## config.mk

```make
export PLATFORM = sky130hd
export DESIGN_NAME = conv3x3_frame_ctrl
export DESIGN_NICKNAME = d
export VERILOG_FILES = /design/src/rtl/conv3x3_frame_ctrl.sv
export SDC_FILE = /design/constraint.sdc
export NUM_CORES = 1
export LEC_CHECK = 0
export CORE_ASPECT_RATIO = 1.5
export CORE_MARGIN = 3
export CORE_UTILIZATION = 54
export CTS_BUF_LIST = sky130_fd_sc_hd__clkbuf_8
export CTS_CLUSTER_DIAMETER = 200
export CTS_CLUSTER_SIZE = 8
export DETAILED_ROUTE_END_ITERATION = 7
export PLACE_DENSITY_LB_ADDON = 0.25
export SLEW_MARGIN = 10
export SYNTH_ARGS = -nofsm -noshare
export SYNTH_HDL_FRONTEND = slang
export SYNTH_SLANG_ARGS = --single-unit
```

## constraint.sdc

```tcl
create_clock -name clk -period 3.4 [get_ports clk]
set_clock_uncertainty 0.2 [all_clocks]
set_input_delay 1.02 -clock clk [delete_from_list [all_inputs] [get_ports clk]]
set_output_delay 1.02 -clock clk [all_outputs]
set_load 0.03 [all_outputs]
```

## src/rtl/conv3x3_frame_ctrl.sv

```systemverilog
// Frame-level sequencer wrapped around one conv3x3 streaming instance.
// Forwards accepted raster pixels to the conv, masks windows that straddle
// the frame edge or line wrap, and registers valid-mode results into a
// backpressurable output stream with a frame-done pulse.
// Optional macro CONV3X3_FRAME_CTRL_COORD_EN adds res_x/res_y window-centre
// coordinates carried alongside res_data.

module conv3x3_frame_ctrl #(
  parameter int unsigned PIXEL_WIDTH  = 8,
  parameter int unsigned OUTPUT_WIDTH = 8,
  parameter int unsigned IMAGE_WIDTH  = 8,
  parameter int unsigned HEIGHT_WIDTH = 10
) (
  input  logic                           clk,
  input  logic                           rst_n,
  input  logic                           start,
  input  logic                           abort,
  input  logic [HEIGHT_WIDTH-1:0]        cfg_height,
  input  logic [PIXEL_WIDTH-1:0]         in_pixel,
  input  logic                           in_valid,
  output logic                           in_ready,
  output logic [PIXEL_WIDTH-1:0]         conv_pixel_in,
  output logic                           conv_valid_in,
  input  logic signed [OUTPUT_WIDTH-1:0] conv_pixel_out,
  output logic signed [OUTPUT_WIDTH-1:0] res_data,
  output logic                           res_valid,
  input  logic                           res_ready,
`ifdef CONV3X3_FRAME_CTRL_COORD_EN
  output logic [$clog2(IMAGE_WIDTH)-1:0] res_x,
  output logic [HEIGHT_WIDTH-1:0]        res_y,
`endif
  output logic                           busy,
  output logic                           done,
  output logic                           cfg_err
);

  localparam int unsigned ColW = $clog2(IMAGE_WIDTH);
  localparam logic [ColW-1:0] ColLast = ColW'(IMAGE_WIDTH - 1);
  localparam logic [ColW-1:0] ColFirstValid = ColW'(2);
  localparam logic [HEIGHT_WIDTH-1:0] RowFirstValid = HEIGHT_WIDTH'(2);
  localparam logic [HEIGHT_WIDTH-1:0] MinHeight = HEIGHT_WIDTH'(3);

  typedef enum logic [1:0] {StIdle, StRun, StDrain} state_e;

  state_e state_q, state_d;

  logic [HEIGHT_WIDTH-1:0]        height_q, height_d;
  logic [HEIGHT_WIDTH-1:0]        row_q, row_d;
  logic [ColW-1:0]                col_q, col_d;
  logic                           p_q, p_d;
  logic                           res_valid_q, res_valid_d;
  logic signed [OUTPUT_WIDTH-1:0] res_data_q, res_data_d;
  logic                           done_q, done_d;
  logic                           cfg_err_q, cfg_err_d;

  logic start_ok, start_bad, push, last_push, win_valid, move, final_accept;

  // Decode handshake and frame events for the current cycle
  always_comb begin
    start_ok     = (state_q == StIdle) && start && !abort && (cfg_height >= MinHeight);
    start_bad    = (state_q == StIdle) && start && !abort && (cfg_height < MinHeight);
    push         = in_valid && in_ready;
    last_push    = push && (col_q == ColLast) && (row_q == height_q - HEIGHT_WIDTH'(1));
    // Only windows whose 3x3 footprint lies entirely inside this frame line
    win_valid    = (col_q >= ColFirstValid) && (row_q >= RowFirstValid);
    // Pending result advances whenever the output register is free or draining
    move         = p_q && (!res_valid_q || res_ready);
    final_accept = (state_q == StDrain) && !p_q && res_valid_q && res_ready;
  end

  // FSM state register
  always_ff @(posedge clk or negedge rst_n) begin
    if (!rst_n) begin
      state_q <= StIdle;
    end else begin
      state_q <= state_d;
    end
  end

  // FSM next-state logic; abort overrides everything
  always_comb begin
    state_d = state_q;
    if (abort) begin
      state_d = StIdle;
    end else begin
      unique case (state_q)
        StIdle:  if (start_ok) state_d = StRun;
        StRun:   if (last_push) state_d = StDrain;
        StDrain: if (final_accept) state_d = StIdle;
        default: state_d = StIdle;
      endcase
    end
  end

  // FSM outputs and push path
  always_comb begin
    // A held pending result that cannot retire blocks the next push, since
    // a push would shift the conv window out from under it.
    in_ready      = (state_q == StRun) && !(p_q && res_valid_q && !res_ready);
    busy          = (state_q != StIdle);
    conv_pixel_in = in_pixel;
    conv_valid_in = push;
    res_data      = res_data_q;
    res_valid     = res_valid_q;
    done          = done_q;
    cfg_err       = cfg_err_q;
  end

  // Frame geometry: height latch and raster column/row counters
  always_comb begin
    height_d = height_q;
    col_d    = col_q;
    row_d    = row_q;
    if (start_ok) begin
      height_d = cfg_height;
      col_d    = '0;
      row_d    = '0;
    end else if (push) begin
      if (col_q == ColLast) begin
        col_d = '0;
        row_d = row_q + HEIGHT_WIDTH'(1);
      end else begin
        col_d = col_q + ColW'(1);
      end
    end
  end

  // Result pipeline: pending flag and output register
  always_comb begin
    p_d         = p_q;
    res_valid_d = res_valid_q;
    res_data_d  = res_data_q;
    if (move) begin
      // conv_pixel_out still reflects the pending window: no push since it was set
      res_data_d  = conv_pixel_out;
      res_valid_d = 1'b1;
      p_d         = 1'b0;
    end else if (res_ready) begin
      res_valid_d = 1'b0;
    end
    if (push) begin
      p_d = win_valid;
    end
    if (abort) begin
      p_d         = 1'b0;
      res_valid_d = 1'b0;
    end
  end

  // One-cycle status pulses
  always_comb begin
    done_d    = final_accept && !abort;
    cfg_err_d = start_bad;
  end

  // Datapath and counter registers
  always_ff @(posedge clk or negedge rst_n) begin
    if (!rst_n) begin
      height_q    <= '0;
      col_q       <= '0;
      row_q       <= '0;
      p_q         <= 1'b0;
      res_valid_q <= 1'b0;
      res_data_q  <= '0;
      done_q      <= 1'b0;
      cfg_err_q   <= 1'b0;
    end else begin
      height_q    <= height_d;
      col_q       <= col_d;
      row_q       <= row_d;
      p_q         <= p_d;
      res_valid_q <= res_valid_d;
      res_data_q  <= res_data_d;
      done_q      <= done_d;
      cfg_err_q   <= cfg_err_d;
    end
  end

`ifdef CONV3X3_FRAME_CTRL_COORD_EN
  logic [ColW-1:0]         p_x_q, p_x_d, res_x_q, res_x_d;
  logic [HEIGHT_WIDTH-1:0] p_y_q, p_y_d, res_y_q, res_y_d;

  // Window-centre coordinates follow the same path as the result data
  always_comb begin
    p_x_d   = p_x_q;
    p_y_d   = p_y_q;
    res_x_d = res_x_q;
    res_y_d = res_y_q;
    if (move) begin
      res_x_d = p_x_q;
      res_y_d = p_y_q;
    end
    if (push && win_valid) begin
      p_x_d = col_q - ColW'(1);
      p_y_d = row_q - HEIGHT_WIDTH'(1);
    end
  end

  // Coordinate registers
  always_ff @(posedge clk or negedge rst_n) begin
    if (!rst_n) begin
      p_x_q   <= '0;
      p_y_q   <= '0;
      res_x_q <= '0;
      res_y_q <= '0;
    end else begin
      p_x_q   <= p_x_d;
      p_y_q   <= p_y_d;
      res_x_q <= res_x_d;
      res_y_q <= res_y_d;
    end
  end

  assign res_x = res_x_q;
  assign res_y = res_y_q;
`else
  // Coordinate tracking not built; results carry data only.
`endif

endmodule

```

**Word-level counts from Yosys, hierarchy flattened**

Index checks and enable logic that the tools add are counted.

- Register bits: 37
- Input port bits: 32
- Word-level logic and storage cells: 70

- $add $sub $neg: 3
- $lt $le $gt $ge: 4
- Eq/ne operators: 7
- Muxes and demuxes: 17
- Reductions and logical operators: 30

Operators by type and width:

| cell | count |
|---|---|
| $mux 10 | 3 |
| $ge 10x2->1 const B | 2 |
| $logic_and 1x1->1 | 16 |
| $add 10x1->10 const B | 1 |
| $eq 10x10->1 | 1 |
| $lt 10x2->1 const B | 1 |
| $sub 10x1->10 const B | 1 |
| $mux 3 | 3 |
| $ne 3x3->1 const B | 3 |
| $mux 2 | 4 |
| $mux 1 | 6 |
| $pmux 2 s3 | 1 |
| $reduce_bool 2->1 | 3 |
| $reduce_bool 3->1 | 2 |
| $logic_not 1->1 | 5 |
| $add 3x1->3 const B | 1 |
| $eq 3x3->1 const B | 1 |
| $ge 3x2->1 const B | 1 |
| $reduce_and 3->1 | 1 |
| $eq 2x1->1 const B | 1 |
| $eq 2x2->1 const B | 1 |
| $logic_not 2->1 | 1 |
| $reduce_and 2->1 | 1 |
| $logic_or 1x1->1 | 1 |

**Depth between registers and ports, before layout**

- Depth in word-level cells: 10
- Gate-level depth with buffers: 7
- Gate-level depth less buffers: 7

**Worst setup path before layout**

No wires, ideal clock.

- Path kind: in2out
- Start point: input port res_ready
- End point: output port conv_valid_in
- Arrival: 1766 ps
- Required time: 2180 ps
- Setup slack: 414 ps
- Cell stages on the path: 3
- Buffers on the path: 1
- Path through: nand3b_1 and3_1 clkbuf_1

- Cells in the longest elaborated chain, start to end: 5

RTL lines:

| what | RTL line | source |
|---|---|---|
| from (decl) | 27 | `input logic res_ready,` |
| $logic_not 1->1 | 99 | `in_ready = (state_q == StRun) && !(p_q && res_valid_q && !res_ready);` |
| $logic_and 1x1->1 | 99 |  |
| $logic_not 1->1 | 99 |  |
| $logic_and 1x1->1 | 99 |  |
| $logic_and 1x1->1 | 62 | `push = in_valid && in_ready;` |
| to (decl) | 23 | `output logic conv_valid_in,` |

Every way passes these cells.

**Worst setup path in the final report**

Same ends and word-level chain as after synthesis.

==> flow_metrics.env <==
export IMPL_crit_path_start_kind="primary input"
export IMPL_rsz0062_at_grt="no"
export IMPL_slew_headroom_pct=45.04
export IMPL_grt_pass1_wl_um=7424
export IMPL_totalWireLength_um=4226
export IMPL_end_kind="output pin"
export IMPL_outcome="completed"
export IMPL_cp_required_ps=2180
export IMPL_synthMuxAreaShare_pct=10.59
export IMPL_place_congestion=0.8176
export IMPL_synthAdderAreaFrac_pct=3.025
export IMPL_gr_total_overflow=0
export IMPL_syn_area_mm2=0.002068
export IMPL_clock_path_buffers=2
export IMPL_root_buffer="clkbuf_8"
export IMPL_die_h_um=81.80
export IMPL_m1WireLength_um=1741
export IMPL_setup_viol=0
export IMPL_vias=1640
export IMPL_whs_ps=310.4
export IMPL_worst_setup_path_type="primary input to output pin"
export IMPL_fillerInstances=255
export IMPL_synth_edf_count=0
export IMPL_ys_ff_latch=37
export IMPL_synthCells=209
export IMPL_syn_num_nets=246
export IMPL_final_nets=283
export IMPL_grt_pass1_vias=1634
export IMPL_synthDistinctLibCells=39
export IMPL_yosysSeqAreaShare_pct=44.77
export IMPL_max_freq_mhz=309.6
export IMPL_synth_area_leaders="dfrtp_1, mux2_2, xnor2_1"
export IMPL_cts_tree="done"
export IMPL_async_flop_share_pct=100.0
export IMPL_rows=26
export IMPL_clkTransAtPathRegs_ps=70
export IMPL_hp_class="flip-flop to flip-flop"
export IMPL_drive_gt1_share_pct=14.98
export IMPL_yosys_most_used_dff="dfrtp_1"
export IMPL_yosysMostFrequentCell="dfrtp_1"
export IMPL_cap_violations=0
export IMPL_arrival_ps=2010
export IMPL_yosys_area_top_type_share_pct=44.77
export IMPL_worst_pin_slew_ps=824.4
export IMPL_synth_common_cells="dfrtp_1, nor2_1, mux2_2, inv_1, nand2_1"
export IMPL_clock_sinks=37
export IMPL_die_area_mm2=0.004624
export IMPL_cts_hold_buf=0
export IMPL_power_density_mw_per_mm2=450.7
export IMPL_io_pins=54
export IMPL_clk_latency_ps=290
export IMPL_synth_top_family_by_area="simple AND/OR/NAND/NOR gates"
export IMPL_p_leak_nw=1.132
export IMPL_avgSynthCellArea_um2=9.896
export IMPL_top_layer="met4"
export IMPL_cts_setup_buffers=0
export IMPL_synth_top_cell_by_area="dfrtp_1"
export IMPL_core_area_mm2=0.003546
export IMPL_fin_area_mm2=0.002556
export IMPL_cts_buffers=5
export IMPL_io_buffers=37
export IMPL_syn2layout_area_growth_pct=23.59
export IMPL_synth_xor_area_share_pct=6.352
export IMPL_tns_ps=0
export IMPL_hpwlAfterDp_um=3231
export IMPL_ant_nets=0
export IMPL_final_hold_violation_count=0
export IMPL_grt_max_degree=38
export IMPL_viasPerCell=5.675
export IMPL_min_period_ps=3230
export IMPL_wl_met3_um=156
export IMPL_grt_util_all_layers_pct=21.15
export IMPL_cp_max_fo=3
export IMPL_cts_repair_resized=0
export IMPL_wl_per_cell_um=14.62
export IMPL_antenna_found_initial=0
export IMPL_wl_met2_um=2240
export IMPL_start_util_pct=58.33
export IMPL_fin_crit_sh_pct=94.99
export IMPL_drtIter0Drc=57
export IMPL_synth_compound_area_share_pct=6.352
export IMPL_drc_errors=0
export IMPL_cts_max_level=2
export IMPL_power_mw=1.152
export IMPL_yosysWarnings=0
export IMPL_yosys_area_share_simple_pct=22.75
export IMPL_drv_slew=0
export IMPL_placed_cell_area_mm2=0.002440
export IMPL_vdd_drop_max_mv=0.4720
export IMPL_die_w_um=56.53
export IMPL_diodes=0
export IMPL_drtPass1Iterations=4
## registers in the layout (all words and copies together), names as in the netlist
signal     flops
col_q          3
cfg_err        1
done           1
p_q            1
row_q         10
height_q      10
res_data       8
state_q        2
res_valid      1
## metrics by stage
step                utilization [%]  worst slack (ps)  instances
CTS                           72.09             155.8        289
detailed placement            68.81             155.3        281
floorplan                         -             414.4        209
finish                        72.09             170.2        289
global route                  72.09             64.48        289
global placement              68.81             163.6        281
## cells by family after synthesis
logic type               after synthesis
AND/OR/NAND/NOR                       85
flip-flops                            37
multiplexers                          20
XOR/XNOR                              15
AO/OA/AOI/OAI                         22
buffers and inverters                 25
adder cells (fa/ha/maj)                5
## path summary, 6_finish.rpt
kind                                      endpoint  slack, ps                     from  cells after the start
setup / recovery                     conv_valid_in        170                res_ready                      4
hold / removal             res_data[3]$_DFFE_PN0P_        310  res_data[3]$_DFFE_PN0P_                      1
min in group asynchronous     row_q[9]$_DFFE_PN0P_        630                    rst_n                      1
hold reg to reg            res_data[3]$_DFFE_PN0P_        310  res_data[3]$_DFFE_PN0P_                      1
setup reg to reg            state_q[1]$_DFFE_PN0P_       1180     col_q[0]$_DFFE_PN0P_                      7
max in group asynchronous     row_q[7]$_DFFE_PN0P_       1860                    rst_n                      1
## report_power, final
group / total [mW] / leakage [nW] / internal [mW] / switching [mW]
Sequential: 0.528 / 0.494 / 0.479 / 0.0492
Clock: 0.388 / 0.0626 / 0.236 / 0.151
Combinational: 0.236 / 0.576 / 0.127 / 0.109
Total: 1.15 / 1.13 / 0.842 / 0.310
## final cells by class
class	count	area, um^2	share of cell area (%)
clock buffers	6	82.58	3.231
repair buffers	42	397.9	15.57
inverters	13	48.80	1.909
multi-input cells	147	1015	39.70
flip-flops and latches	37	925.9	36.22
well taps	42	52.55	2.056
clock inverters	2	33.78	1.322
## critical path: stages
cell	delay, ps
clkdlybuf4s50_1	440
nand3b_1	200
and3_1	190
buf_4	170
## metal layers
metal | GRT usage (%) | up-vias
li1 | - | 796
met4 | 7.838 | 0
met3 | 6.761 | 10
met1 | 23.30 | 795
met2 | 37.85 | 39
met5 | 0 | -
## placed cells by master, fill, tap and decap left out, types with 7 or more instances in the layout
cell type	n
a21oi_1	7
mux2_2	15
inv_1	14
nor2_1	19
nand2_1	12
xnor2_1	11
nor4_1	8
clkdlybuf4s50_1	34
buf_4	7
dfrtp_1	37
No activity file was read; power rests on OpenSTA's default activity.
